File: config.mk
export PLATFORM = sky130hd
export DESIGN_NAME = detector_jogada
export DESIGN_NICKNAME = d
export VERILOG_FILES = /design/src/rtl/genius_pkg.sv /design/src/rtl/sincronizador_2ff.sv /design/src/rtl/detector_jogada.sv
export SDC_FILE = /design/constraint.sdc
export NUM_CORES = 1
export LEC_CHECK = 0
export CAP_MARGIN = 0
export CORE_MARGIN = 2
export CORE_UTILIZATION = 50
export CTS_BUF_LIST = sky130_fd_sc_hd__clkbuf_16
export CTS_CLUSTER_DIAMETER = 30
export DETAILED_ROUTE_END_ITERATION = 7
export PLACE_DENSITY = 0.73
export SLEW_MARGIN = 15
export SYNTH_ARGS = -nofsm -noshare
export SYNTH_HDL_FRONTEND = slang
export SYNTH_SLANG_ARGS = --single-unit
File: constraint.sdc
create_clock -name clock -period 2.1 [get_ports clock]
set_clock_uncertainty 0.2 [all_clocks]
set_input_delay 0.525 -clock clock [delete_from_list [all_inputs] [get_ports clock]]
set_output_delay 0.525 -clock clock [all_outputs]
set_load 0.005 [all_outputs]
File: src/rtl/genius_pkg.sv
// Shared definitions for the Genius input stage: FSM state encodings and default debounce length.
package genius_pkg;

  typedef enum logic [2:0] {
    OCIOSO       = 3'd0,
    FILTRA_PRESS = 3'd1,
    ACEITA       = 3'd2,
    ESPERA_SOLTA = 3'd3,
    FILTRA_SOLTA = 3'd4
  } estado_t;

  localparam int DEBOUNCE_CYCLES_DEFAULT = 50000;

endpackage

File: src/rtl/sincronizador_2ff.sv
// Two-flop synchronizer for asynchronous inputs, one pair of flops per bit.
module sincronizador_2ff #(
  parameter int WIDTH = 4
) (
  input  logic             clock,
  input  logic             reset,
  input  logic [WIDTH-1:0] d,
  output logic [WIDTH-1:0] q
);

  logic [WIDTH-1:0] meta;

  always_ff @(posedge clock or negedge reset) begin
    if (!reset) begin
      meta <= '0;
      q    <= '0;
    end else begin
      meta <= d;
      q    <= meta;
    end
  end

endmodule

File: src/rtl/detector_jogada.sv
// Synchronizes and debounces the player buttons; emits one jogada pulse per clean single-button press.
//
// state        | meaning
// OCIOSO       | all buttons released and filtered, waiting for a press
// FILTRA_PRESS | one button held, counting stable samples of cand
// ACEITA       | press accepted, jogada high for this cycle
// ESPERA_SOLTA | waiting for every button to be released
// FILTRA_SOLTA | buttons released, counting stable released samples
module detector_jogada
  import genius_pkg::*;
#(
  parameter int NUM_BOTOES      = 4,
  parameter int DEBOUNCE_CYCLES = DEBOUNCE_CYCLES_DEFAULT,
  parameter int CW              = 16
) (
  input  logic                  clock,
  input  logic                  reset,
  input  logic                  habilita,
  input  logic [NUM_BOTOES-1:0] botoes,
  output logic                  jogada,
  output logic [NUM_BOTOES-1:0] botoes_reg,
  output logic                  db_pressionado,
  output logic [2:0]            db_estado
);

  estado_t               estado, estadoProx;
  logic [NUM_BOTOES-1:0] s, cand, candProx;
  logic [CW-1:0]         cnt, cntProx;
  logic                  sOneHot, cntFim, carregaReg;

  sincronizador_2ff #(.WIDTH(NUM_BOTOES)) uSinc (
    .clock(clock),
    .reset(reset),
    .d    (botoes),
    .q    (s)
  );

  assign sOneHot = (s != '0) && ((s & (s - NUM_BOTOES'(1))) == '0);
  assign cntFim  = (cnt == CW'(DEBOUNCE_CYCLES - 1));

  always_ff @(posedge clock or negedge reset) begin
    if (!reset) begin
      estado     <= OCIOSO;
      cand       <= '0;
      cnt        <= '0;
      botoes_reg <= '0;
    end else begin
      estado <= estadoProx;
      cand   <= candProx;
      cnt    <= cntProx;
      // Loaded on the edge entering ACEITA so it is valid together with jogada.
      if (carregaReg) botoes_reg <= cand;
    end
  end

  always_comb begin
    estadoProx = estado;
    candProx   = cand;
    cntProx    = cnt;
    carregaReg = 1'b0;
    case (estado)
      OCIOSO: begin
        if (s != '0) begin
          if (habilita && sOneHot) begin
            estadoProx = FILTRA_PRESS;
            candProx   = s;
            cntProx    = '0;
          end else begin
            estadoProx = ESPERA_SOLTA;
          end
        end
      end
      FILTRA_PRESS: begin
        if (!habilita || s == '0) begin
          estadoProx = OCIOSO;
        end else if (!sOneHot) begin
          estadoProx = ESPERA_SOLTA;
        end else if (s != cand) begin
          candProx = s;
          cntProx  = '0;
        end else if (cntFim) begin
          estadoProx = ACEITA;
          carregaReg = 1'b1;
        end else begin
          cntProx = cnt + 1'b1;
        end
      end
      ACEITA: estadoProx = ESPERA_SOLTA;
      ESPERA_SOLTA: begin
        if (s == '0) begin
          estadoProx = FILTRA_SOLTA;
          cntProx    = '0;
        end
      end
      FILTRA_SOLTA: begin
        if (s != '0) begin
          estadoProx = ESPERA_SOLTA;
        end else if (cntFim) begin
          estadoProx = OCIOSO;
        end else begin
          cntProx = cnt + 1'b1;
        end
      end
      default: estadoProx = OCIOSO;
    endcase
  end

  assign jogada         = (estado == ACEITA);
  assign db_pressionado = |s;
  assign db_estado      = estado;

endmodule

# [Word-level counts from Yosys, hierarchy flattened]
# Index checks and enable logic that the tools add are counted.
[classes] eq_ne=16 add_sub_neg=2 mux=30 bitwise=1 reduce_logical=14
[ops] cell="$mux 16" n=8
[ops] cell="$pmux 16 s4" n=1
[ops] cell="$mux 3" n=8
[ops] cell="$mux 4" n=5
[ops] cell="$add 16x1->16 const B" n=1
[ops] cell="$eq 16x16->1 const B" n=1
[ops] cell="$pmux 3 s5" n=1
[ops] cell="$ne 2x2->1 const B" n=7
[ops] cell="$logic_not 4->1" n=2
[ops] cell="$ne 4x4->1 const B" n=2
[ops] cell="$pmux 4 s2" n=1
[ops] cell="$reduce_bool 4->1" n=2
[ops] cell="$reduce_and 7->1" n=1
[ops] cell="$eq 3x2->1 const B" n=2
[ops] cell="$reduce_and 6->1" n=1
[ops] cell="$mux 1" n=5
[ops] cell="$reduce_and 5->1" n=1
[ops] cell="$and 4x4->4" n=1
[ops] cell="$ne 4x4->1" n=1
[ops] cell="$reduce_or 4->1" n=1
[ops] cell="$sub 4x1->4 const B" n=1
[ops] cell="$eq 3x1->1 const B" n=1
[ops] cell="$eq 3x3->1 const B" n=1
[ops] cell="$logic_not 3->1" n=1
[ops] cell="6 further kinds" n=7
[word_totals] register_bits=35

# [Depth between registers and ports, before layout]
[depth] ltp_word=8 depth_mapped=8 depth_no_buf=7

# [Cells and area by module]
# From an unflattened synthesis, not the netlist that was laid out.
[hier_totals] cells_unflattened=191 hier_area_um2=1923.1
[by_module_without_submodules] mod="detector_jogada" n_inst=1 area_per_inst_um2=1722.9 cells_per_inst=183
[by_module_without_submodules] mod="sincronizador_2ff" n_inst=1 area_per_inst_um2=200.2 cells_per_inst=8

# [Worst setup path after synthesis]
# OpenSTA, ideal clock, no wires.
[synth_timing] path_kind="flip-flop to flip-flop" from="register uSinc.q[1]" to="register cnt[14]" setup_time_ps=78 t_arrival_ps=1857 setup_slack_ps=-35 path_stages_with_launch=8 path_cell_list="dfrtp_1 -> buf_6 -> nor3_2 -> and2_1 -> o211ai_2 -> and2_1 -> or4_1 -> a21oi_1"
[synth_via] elab_chain_len=7 elab_cells_between_ends=20 classes_between="1 x add/sub; 7 x eq/ne; 4 x mux; 1 x bitwise; 7 x reduce/logical"
[synth_lines] element="start: declaration" line_no="sincronizador_2ff.sv:8" rtl="output logic [WIDTH-1:0] q"
[synth_lines] element="start signal: assignment" line_no="sincronizador_2ff.sv:19" rtl="q <= meta;"
[synth_lines] element="$sub 4x1->4" line_no="detector_jogada.sv:38" rtl="assign sOneHot = (s != '0) && ((s & (s - NUM_BOTOES'(1))) == '0);"
[synth_lines] element="$and 4x4->4" line_no="detector_jogada.sv:38"
[synth_lines] element="$logic_not 4->1" line_no="detector_jogada.sv:38"
[synth_lines] element="$logic_and 1x1->1" line_no="detector_jogada.sv:38"
[synth_lines] element="$logic_and 1x1->1" line_no="detector_jogada.sv:64" rtl="if (habilita && sOneHot) begin"
[synth_lines] element="$ne 2x2->1 (no source line)"
[synth_lines] element="$reduce_and 7->1 (no source line)"
[synth_lines] element="end signal: assignment" line_no="detector_jogada.sv:50" rtl="cnt <= cntProx;"
[synth_lines] element="end: declaration" line_no="detector_jogada.sv:28" rtl="logic [CW-1:0] cnt, cntProx;"
# Parallel ways exist; a longest one is shown, timed or not. The select of a mux whose other input is x is not followed.
# A chain may end at the register's enable or synchronous reset.

# [Worst setup path after layout]
[layout_timing] from="register uSinc.q[2]" to="register cand[0]"
[layout_via] elab_chain_len=7 elab_cells_between_ends=15 classes_between="1 x add/sub; 6 x eq/ne; 1 x bitwise; 7 x reduce/logical"
[layout_lines] element="$sub 4x1->4" line_no="detector_jogada.sv:38"
[layout_lines] element="$and 4x4->4" line_no="detector_jogada.sv:38"
[layout_lines] element="$logic_not 4->1" line_no="detector_jogada.sv:38"
[layout_lines] element="$logic_and 1x1->1" line_no="detector_jogada.sv:38"
[layout_lines] element="$logic_and 1x1->1" line_no="detector_jogada.sv:64"
[layout_lines] element="$ne 2x2->1 (no source line)"
[layout_lines] element="$reduce_and 6->1 (no source line) *"
[layout_lines] element="end signal: assignment" line_no="detector_jogada.sv:49" rtl="cand <= candProx;"
[layout_lines] element="end: declaration" line_no="detector_jogada.sv:27" rtl="logic [NUM_BOTOES-1:0] s, cand, candProx;"
# Every way passes the cells marked *; elsewhere a longest branch is shown, timed or not.

==> results.py <==
metrics = {
    "status": {
        "status": "finished with violations",
        "violations": "negative setup slack",
    },
    "sta": {
        "min_period_ns": 2.29,
        "slew-limit-headroom_pct": 70.5,
        "finalWorstSetupSlack_ns": -0.189,
        "fmax_mhz": 437,
        "setup_viol": 26,
        "rsz0062_at_grt": "true",
        "hold_viol_final": 0,
        "min_period_over_period_pct": 109,
        "worst_slew_pin_slew_ns": 0.443,
        "fin_setup_tns_ns": -2.39,
        "slew_violations": 0,
    },
    "floorplan": {
        "chipWidth_um": 63.9,
        "dieHeight_um": 63.9,
        "start_util_pct": 52.9,
        "die_area_sq_um": 4080,
        "floorplan.io_pins": 16,
        "core-area_sq_um": 3390,
        "rows": 21,
    },
    "detailed_routing": {
        "drt_first_pass_iters": 4,
        "drt-wirelength-per-cell_um": 17.4,
        "drc_errors": 0,
        "wl_mm": 4.74,
        "drt_iter0_markers": 132,
        "ant_nets": 0,
        "vias_per_cell": 5.74,
        "vias": 1561,
    },
    "layout": {
        "regArea_sq_um": 881,
        "antenna_cells": 0,
        "syn_to_final_growth_pct": 44.2,
        "multi_input_area_sq_um": 1000,
        "final_cell_mix": "31 x dfrtp_1, 26 x buf_4, 16 x nor2_1",
        "max_flop_register": "cnt",
        "n_fill_cell": 216,
        "final_area_sq_um": 2580,
        "layout_commonest_cell": "dfrtp_1",
        "final_util_pct": 76.3,
        "largest_reg_flops": 16,
        "fin_nets": 233,
        "drive_gt1_share_pct": 38.5,
    },
    "clocking": {
        "ctsHoldBuffers": 0,
        "cts_max_level": 2,
        "numClockSinks": 35,
        "clkTransAtPathRegs_ns": 0.06,
        "clockBufferDepth": 2,
        "root_buffer": "clkbuf_16",
        "cts-buffers-inserted": 5,
        "cts_tree": "done",
        "insertion_delay_ns": 0.28,
    },
    "synthesis": {
        "ys_warn_count": 0,
        "synthAdderAreaFrac_pct": 0.698,
        "synth_edf_count": 0,
        "synth.area.mux_share_pct": 5.58,
        "seq_area_frac_synth_pct": 48.8,
        "synthSimpleGateAreaFrac_pct": 19.8,
        "yosysTopAreaCellShare_pct": 48.8,
        "synth_nets": 182,
        "synth_top_family_by_area": "simple AND/OR/NAND/NOR gates",
        "synth_ff_type": "dfrtp_1",
        "synth_xor_area_share_pct": 6.84,
        "ys_types": 44,
        "syn_area_per_cell_sq_um": 10.3,
        "syn_inst": 174,
        "async_flop_share_pct": 100,
        "synth-compound-area-share_pct": 14.8,
        "ys_ff_latch": 35,
        "netlist_area_sq_um": 1790,
        "ys_top_cells_by_area": "dfrtp_1 49%, a21oi_1 5.0%, mux2_2 5.0%",
        "yosys.area.top_type": "dfrtp_1",
    },
    "placed_design": {
        "hpwl_mm": 2.80,
        "place_area_sq_um": 2160,
        "gp_congestion": 0.821,
        "port_buffers": 15,
    },
    "setup_path": {
        "critPathRequiredTime_ns": 2.07,
        "regToRegStartpoint": "uSinc.q[2]",
        "setup.worst_path.class": "flip-flop to flip-flop",
        "critical_path_arrival_ns": 2.26,
        "critPathMaxFanout": 6,
        "setup.worst_path.start_class": "flip-flop",
        "endpoint_kind": "flip-flop",
        "startpoint": "uSinc.q[2]",
    },
    "global_route": {
        "grt_pass1_vias": 1579,
        "grt_max_degree": 36,
        "gr-total-overflow": 0,
        "grt_pass1_wl_mm": 7.89,
        "grt_antenna_before_repair": 0,
        "grt.total_usage_pct": 25.5,
    },
    "power_and_ir_drop": {
        "p_leak_uw": 0.00109,
        "ir_worst_vdd_mv": 0.707,
        "power_per_cell_area_nw_per_um2": 858,
    },
    "job": {
        "max_cap_violations": 0,
    },
    "worst_hold_path": {
        "hp-start": "uSinc.meta[3]",
        "min_path_type": "flip-flop to flip-flop",
    },
}
layout make-up:
cell class	instances	area share (%)
Timing Repair Buffer	52	18.6
Sequential cell	35	34.1
Tap cell	46	2.23
Clock inverter	3	0.920
Multi-Input combinational cell	127	38.8
Clock buffer	5	4.84
Inverter	4	0.581
metrics by stage:
stage | hold WS [ns] | total power (uW) | std cells | setup WS [ns]
final | 0.147 | 2220 | 272 | -0.189
after global routing | 0.150 | 2320 | 272 | -0.265
after CTS | 0.148 | 2170 | 268 | -0.161
after detailed placement | 0.135 | 1360 | 254 | -0.279
after global placement | 0.133 | 1340 | 254 | -0.227
after floorplan | 0.0294 | 1130 | 174 | -0.0347
synth_stat cells, types with 2 or more instances:
cell type / count
dfrtp_1: 35
a21oi_1: 18
nor2_1: 18
nand2_1: 10
xnor2_1: 9
mux2_2: 8
nand4_1: 7
o21ai_0: 7
xor2_1: 5
and3_1: 4
buf_2: 4
inv_1: 4
or3_1: 4
and2_1: 3
nand3_1: 3
a2111oi_1: 2
and4_1: 2
clkbuf_1: 2
nor4bb_1: 2
o31ai_1: 2
or4_1: 2
logic make-up after synthesis:
logic type	after synthesis
AND/OR/NAND/NOR	62
multiplexers	9
buffers and inverters	12
AO/OA/AOI/OAI	41
flip-flops	35
XOR/XNOR	14
adder cells (fa/ha/maj)	1
worst max-delay path, cell delays in order (launching register included):
cell and delay [ns]:
dfrtp_2 0.41, buf_6 0.14, xor2_1 0.17, o211a_1 0.28, o21ai_4 0.09, a21o_1 0.20, nor4_2 0.17, buf_4 0.19
mux2_2 0.34
worst paths after layout:
check                          endpoint  slack (ns)  cells past startpoint
max reg2reg                     cand[0]       -0.19                      8
min in group asynchronous  db_estado[0]        0.46                      2
max                             cand[0]       -0.19                      8
max in group asynchronous  db_estado[1]        0.89                      2
min reg2reg                  uSinc.q[3]        0.15                      0
min                          uSinc.q[3]        0.15                      0
where the power goes:
group | internal [uW] | total, uW | leakage, uW | switching, uW
sequential | 758 | 840 | 0.000452 | 81.5
clock | 443 | 743 | 0.0000664 | 300
combinational | 316 | 636 | 0.000571 | 320
total | 1520 | 2220 | 0.00109 | 702
metal layers:
layer	part of all wire, %	track usage [%]
met1	43	33.5
met2	50	40.1
met3	4.4	5.63
met4	2.7	12.2
met5	0	0
repair_timing:
| item | CTS | global route |
|---|---|---|
| buffers inserted | 7 | 4 |
| pin swaps | 30 | 10 |
| endpoints found under the setup margin | 27 | 27 |
| hold endpoints to repair | 0 | 0 |
| gates resized for setup | 33 | 22 |
(Power assumes the default switching activity.)
